File: src/rtl/cpu_types_pkg.sv
// Shared types for the memory arbiter: data word, RAM handshake states and arbiter FSM states.
package cpu_types_pkg;

  typedef logic [31:0] word_t;

  typedef enum logic [1:0] {
    FREE   = 2'd0,
    BUSY   = 2'd1,
    ACCESS = 2'd2,
    ERROR  = 2'd3
  } ramstate_t;

  typedef enum logic [1:0] {
    IDLE   = 2'd0,
    DGRANT = 2'd1,
    IGRANT = 2'd2
  } arb_state_t;

  localparam word_t WORD_ZERO = 32'h0000_0000;

  // Only ACCESS completes a transfer; ERROR is deliberately treated like BUSY.
  function automatic logic ram_done(input logic [1:0] st);
    return ramstate_t'(st) == ACCESS;
  endfunction

endpackage

File: src/rtl/mem_arbiter_timer.sv
// arb_timer: grant watchdog counter for mem_arbiter, only instantiated when MEM_ARB_TIMEOUT_EN is defined.
module arb_timer #(
  parameter int TIMEOUT_CYCLES = 64
) (
  input  logic CLK,
  input  logic RST,
  input  logic en,
  input  logic clr,
  output logic expired
);

  localparam int CNT_W = $clog2(TIMEOUT_CYCLES + 1);
  localparam logic [CNT_W-1:0] LIMIT = CNT_W'(TIMEOUT_CYCLES - 1);

  logic [CNT_W-1:0] cnt_r;

  // Count non-completing grant cycles, saturating at the limit until cleared.
  always_ff @(posedge CLK or posedge RST) begin
    if (RST) begin
      cnt_r <= {CNT_W{1'b0}};
    end else if (clr) begin
      cnt_r <= {CNT_W{1'b0}};
    end else if (en && !expired) begin
      cnt_r <= cnt_r + {{(CNT_W-1){1'b0}}, 1'b1};
    end else begin
      cnt_r <= cnt_r;
    end
  end

  assign expired = (cnt_r == LIMIT);

endmodule

File: src/rtl/mem_arbiter.sv
// mem_arbiter: fixed-priority (data over instruction) arbiter onto a single RAM port.
// Optional grant watchdog enabled by defining MEM_ARB_TIMEOUT_EN.
module mem_arbiter
  import cpu_types_pkg::*;
#(
  parameter int TIMEOUT_CYCLES = 64
) (
  input  logic        CLK,
  input  logic        RST,
  input  logic        iREN,
  input  logic [31:0] iaddr,
  output logic        iwait,
  output logic [31:0] iload,
  input  logic        dREN,
  input  logic        dWEN,
  input  logic [31:0] daddr,
  input  logic [31:0] dstore,
  output logic        dwait,
  output logic [31:0] dload,
  output logic        ramREN,
  output logic        ramWEN,
  output logic [31:0] ramaddr,
  output logic [31:0] ramstore,
  input  logic [31:0] ramload,
  input  logic [1:0]  ramstate,
  output logic        timeout_err
);

  arb_state_t state_r;
  arb_state_t state_nxt_s;
  logic       access_s;
  logic       dreq_s;
  logic       expired_s;

  assign access_s = ram_done(ramstate);
  assign dreq_s   = dREN | dWEN;

`ifdef MEM_ARB_TIMEOUT_EN
  arb_timer #(
    .TIMEOUT_CYCLES(TIMEOUT_CYCLES)
  ) u_timer (
    .CLK     (CLK),
    .RST     (RST),
    .en      ((state_r != IDLE) && !access_s),
    .clr     (state_r == IDLE),
    .expired (expired_s)
  );
`else
  assign expired_s = 1'b0;
`endif

  // Next-state and RAM/requester outputs; a dropped request aborts before completion is considered.
  always_comb begin
    state_nxt_s = state_r;
    iwait       = 1'b1;
    dwait       = 1'b1;
    iload       = WORD_ZERO;
    dload       = WORD_ZERO;
    ramREN      = 1'b0;
    ramWEN      = 1'b0;
    ramaddr     = WORD_ZERO;
    ramstore    = WORD_ZERO;
    timeout_err = 1'b0;
    case (state_r)
      IDLE: begin
        if (dreq_s) begin
          state_nxt_s = DGRANT;
        end else if (iREN) begin
          state_nxt_s = IGRANT;
        end else begin
          state_nxt_s = IDLE;
        end
      end
      DGRANT: begin
        ramaddr  = daddr;
        ramstore = dstore;
        if (dWEN) begin
          ramWEN = 1'b1;
          ramREN = 1'b0;
        end else begin
          ramWEN = 1'b0;
          ramREN = dREN;
        end
        if (!dreq_s) begin
          state_nxt_s = IDLE;
        end else if (access_s) begin
          dwait       = 1'b0;
          dload       = ramload;
          state_nxt_s = IDLE;
        end else if (expired_s) begin
          dwait       = 1'b0;
          timeout_err = 1'b1;
          state_nxt_s = IDLE;
        end else begin
          state_nxt_s = DGRANT;
        end
      end
      IGRANT: begin
        ramREN  = 1'b1;
        ramaddr = iaddr;
        if (!iREN) begin
          state_nxt_s = IDLE;
        end else if (access_s) begin
          iwait       = 1'b0;
          iload       = ramload;
          state_nxt_s = IDLE;
        end else if (expired_s) begin
          iwait       = 1'b0;
          timeout_err = 1'b1;
          state_nxt_s = IDLE;
        end else begin
          state_nxt_s = IGRANT;
        end
      end
      default: begin
        state_nxt_s = IDLE;
      end
    endcase
  end

  // Arbiter state register.
  always_ff @(posedge CLK or posedge RST) begin
    if (RST) begin
      state_r <= IDLE;
    end else begin
      state_r <= state_nxt_s;
    end
  end

endmodule

File: config.mk
export PLATFORM = sky130hd
export DESIGN_NAME = mem_arbiter
export DESIGN_NICKNAME = d
export VERILOG_FILES = /design/src/rtl/cpu_types_pkg.sv /design/src/rtl/mem_arbiter_timer.sv /design/src/rtl/mem_arbiter.sv
export SDC_FILE = /design/constraint.sdc
export NUM_CORES = 1
export LEC_CHECK = 0
export CAP_MARGIN = 20
export CORE_AREA = 2 2 105 107
export CTS_CLUSTER_SIZE = 8
export DETAILED_ROUTE_END_ITERATION = 10
export DIE_AREA = 0 0 107 109
export GPL_ROUTABILITY_DRIVEN = 0
export PLACE_DENSITY = 0.68
export SYNTH_ARGS = -nofsm -noshare
export SYNTH_HDL_FRONTEND = slang
export SYNTH_HIERARCHICAL = 1
export SYNTH_SLANG_ARGS = --single-unit
File: constraint.sdc
create_clock -name CLK -period 2.1 [get_ports CLK]
set_input_delay 0.21 -clock CLK [delete_from_list [all_inputs] [get_ports CLK]]
set_output_delay 0.21 -clock CLK [all_outputs]
set_load 0.05 [all_outputs]
[Word level (Yosys, flattened, before mapping)]
Cells that the tools add are included.
Storage, ports and cells
  register bits after elaboration: 2
  logic and storage cells: 29
  output and inout port bits: 133
  input port bits: 135
Cells by class
  reduce and logical (&&, ||, !) cells: 1
  mux-type cells: 23
  equality and inequality tests: 3
  bitwise logic cells: 1
Operators by type and width (count)
  32-bit two-way mux: 6
  32-bit case mux with 2 select lines: 1
  1-bit two-way mux: 10
  2-bit two-way mux: 4
  2-bit case mux with 3 select lines: 1
  2-bit equality test (second input constant): 2
  2-bit by 1-bit equality test with 1-bit output (second input constant): 1
  2-bit zero test: 1
  1-bit case mux with 2 select lines: 1
  1-bit OR: 1

[Logic depth before layout (Yosys ltp)]
  word-level depth: 4
  mapped depth: 6
  mapped depth without buffers: 5

[Worst setup path before layout]
Ideal clock, no wire load.
  kind: register to output
  start: register state_r[1]
  end: output ramaddr[11]
  cell stages (with the launch flop): 7
  path slack: 149 ps
  required time: 1890 ps
  buffers on the path: 2
  data arrival time: 1741 ps
  path through: dfrtp_1 inv_1 ha_1 buf_4 buf_2 a22oi_1 nor2b_1
Between the ends
  cells in the longest elaborated chain, start to end: 2
  elaborated cells on any way between the ends: 3
  classes of those cells: 2 x eq/ne; 1 x mux
RTL lines
  start: declaration: line mem_arbiter.sv:29  | arb_state_t state_r;
  start signal: assignment: line mem_arbiter.sv:126  | state_r <= state_nxt_s;
  2-bit equality test / 2-bit by 1-bit equality test with 1-bit output (equally long branches): line mem_arbiter.sv:64  | case (state_r)
  32-bit case mux with 2 select lines (*): line mem_arbiter.sv:64
  end: declaration: line mem_arbiter.sv:22  | output logic [31:0] ramaddr,
Every way passes the cells marked *; elsewhere a longest branch is shown, timed or not.

[Worst setup path after layout]
  start: register state_r[0]
  end: output iload[30]
Between the ends
  cells in the longest elaborated chain, start to end: 2
RTL lines
  2-bit equality test: line mem_arbiter.sv:64
  32-bit two-way mux: line mem_arbiter.sv:64
  end: declaration: line mem_arbiter.sv:13  | output logic [31:0] iload,
Every way passes these cells.

==> impl_metrics.json <==
{
  "htree_num_levels": 1,
  "post_drt_wl_per_cell_microns": 16.50,
  "grt_pass1_wl_microns": 15040,
  "slew_violations": 0,
  "largest_register_ffs": 2,
  "crit_path_max_fanout": 32,
  "totalPowerFinal_w": 0.004050,
  "grt_overflow": 0,
  "core_sq_um": 10600,
  "synth_top_area_share_pct": 26.25,
  "ant_nets": 0,
  "io_pins": 268,
  "avgSynthCellArea_sq_um": 6.873,
  "drt_iter0_drc": 78,
  "synthTopCellsByArea": "and3_1 26%, a22oi_1 17%, and2_1 14%",
  "synth-seq-area-share_pct": 3.387,
  "cts.sink_count": 2,
  "critPathBufInv": 3,
  "irDropWorstVdd_uv": 445.7,
  "rsz0062_at_grt": "false",
  "min_period_ns": 1.961,
  "start_util_pct": 13.94,
  "hold_viol_final": 0,
  "fmax_mhz": 509.9,
  "leakagePower_nw": 2.410,
  "grt_usage_pct": 16.37,
  "cp-start-kind": "flop",
  "die_y_microns": 109,
  "synth_largest_area_cell": "and3_1",
  "p_per_area_nw_per_um2": 724.7,
  "yosys.cell_count.top_type": "and3_1",
  "cts_max_path_buffers": 2,
  "grt_max_degree": 66,
  "layout-drive-gt1-share_pct": 32.33,
  "fin_nets": 607,
  "path_common_cell": "buf_12",
  "synth.cell_area_sq_um": 1478,
  "synth_fp_nets": 356,
  "ys_async_sr_fraction_pct": 100.0,
  "r2r_setup_slack_ns": 0.88,
  "synthCells": 215,
  "synth_warnings": 6,
  "antenna_cells": 0,
  "synthDistinctLibCells": 26,
  "die_w_microns": 107,
  "hold_buffers": 0,
  "cp.required_ns": 1.89,
  "io_buffers": 266,
  "holdCritPathClass": "input port to asynchronous set/reset pin",
  "clk_latency_ns": 0.21,
  "crit_chain": "inv_1 > ha_1 > and2_1 > buf_12 > and3_1 > buf_12",
  "synth_seq_cells": 2,
  "synth_edf_count": 0,
  "drt_pass1_iterations": 4,
  "dieArea_sq_um": 11660,
  "cts_tree": "yes",
  "fin_worst_skew_ns": 0.0009809,
  "fin_crit_sh_pct": 93.39,
  "antenna_found_initial": 0,
  "path_clk_slew_ns": 0.03,
  "regMostFlops": "state_r",
  "synthTopCellsByCount": "62 x and3_1, 33 x a22oi_1, 33 x and2_1",
  "drt_wl_total_microns": 9963,
  "critPathKind": "flop to primary output",
  "endpoint_kind": "primary output",
  "row_count": 38,
  "cts-buffers-inserted": 3,
  "grt_pass1_vias": 2820,
  "num_vias": 2614,
  "status": "finished clean",
  "setup_tns_ns": 0,
  "post-dp-hpwl_microns": 8518,
  "vias_per_cell": 4.328,
  "cpLargestDelayFamily": "buffers and inverters",
  "maxCapViolCount": 0,
  "arrival_ns": 1.75,
  "synth-main-ff-cell": "dfrtp_1",
  "largest_registers": "state_r x2",
  "critPathMaxStageDelay_ns": 0.41,
  "cts_resized": 0,
  "cts-root-buf": "clkbuf_8",
  "area_growth_pct": 278.2,
  "crit_slowest_cell": "dfrtp_1",
  "drc": 0,
  "setup_violations": 0,
  "post-cts-setup-buffers": 0
}
layout make-up:
| cell class | instances | area (sq um) |
|---|---|---|
| Multi-Input combinational cell | 183 | 1234 |
| Tap cell | 140 | 175.2 |
| Clock buffer | 3 | 41.29 |
| Fill cell | 899 | 5014 |
| Inverter | 3 | 11.26 |
| Sequential cell | 2 | 50.05 |
| Timing Repair Buffer | 273 | 4078 |
metal layers:
| metal | global-route usage [%] | up-vias | share of wire [%] |
|---|---|---|---|
| li1 | - | 1249 | - |
| met1 | 16.89 | 1201 | 34 |
| met2 | 31.30 | 160 | 52 |
| met3 | 6.097 | 4 | 13 |
| met4 | 3.896 | 0 | 0.85 |
| met5 | 0 | - | 0 |
cell usage in the layout (no fill, tap or decap), drive strengths merged, types with 2 or more instances in the layout:
| master | count |
|---|---|
| nand2 | 2 |
| and3 | 64 |
| nor2 | 3 |
| ha | 6 |
| dfrtp | 2 |
| and2 | 34 |
| clkbuf | 3 |
| clkdlybuf4s50 | 134 |
| inv | 3 |
| nor2b | 34 |
| buf | 139 |
| a22oi | 33 |
final timing paths:
check	startpoint	endpoint	depth (start not counted)
worst max register to register	state_r[0]	state_r[1]	4
min in group CLK	iREN	state_r[1]	2
worst max-delay path	state_r[0]	iload[30]	6
worst min-delay path	RST	state_r[1]	2
worst min register to register	state_r[1]	state_r[1]	2
max in group asynchronous	RST	state_r[0]	2
per-stage QoR:
| stage | worst slack, ns | hold slack, ns | util [%] | instances | cell area, sq um |
|---|---|---|---|---|---|
| 2_1_floorplan | 0.1492 | -0.04882 | - | 215 | 1478 |
| 3_3_place_gp | 0.3510 | 0.4432 | 52.27 | 601 | 5542 |
| 3_5_place_dp | 0.2827 | 0.4414 | 52.27 | 601 | 5542 |
| 4_1_cts | 0.05460 | 0.2220 | 52.66 | 604 | 5583 |
| 5_1_grt | 0.03540 | 0.2345 | 52.71 | 604 | 5589 |
| 6_report | 0.1388 | 0.1946 | 52.71 | 604 | 5589 |
cell families (layout without fill, tap and decap cells):
group,count (synthesis),count (layout),share of synthesized area [%]
AND/OR/NAND/NOR,141,141,60.20
buffers and inverters,30,279,13.46
other,1,1,0.2538
flip-flops,2,2,3.387
AO/OA/AOI/OAI,35,35,17.61
adder cells (fa/ha/maj),6,6,5.080
report_power, final:
group	switching, W	internal [W]
clock network	0.0000309	0.000121
registers	0.0000119	0.0000481
logic	0.00202	0.00182
Note: power is estimated with default switching activity, not from simulation.
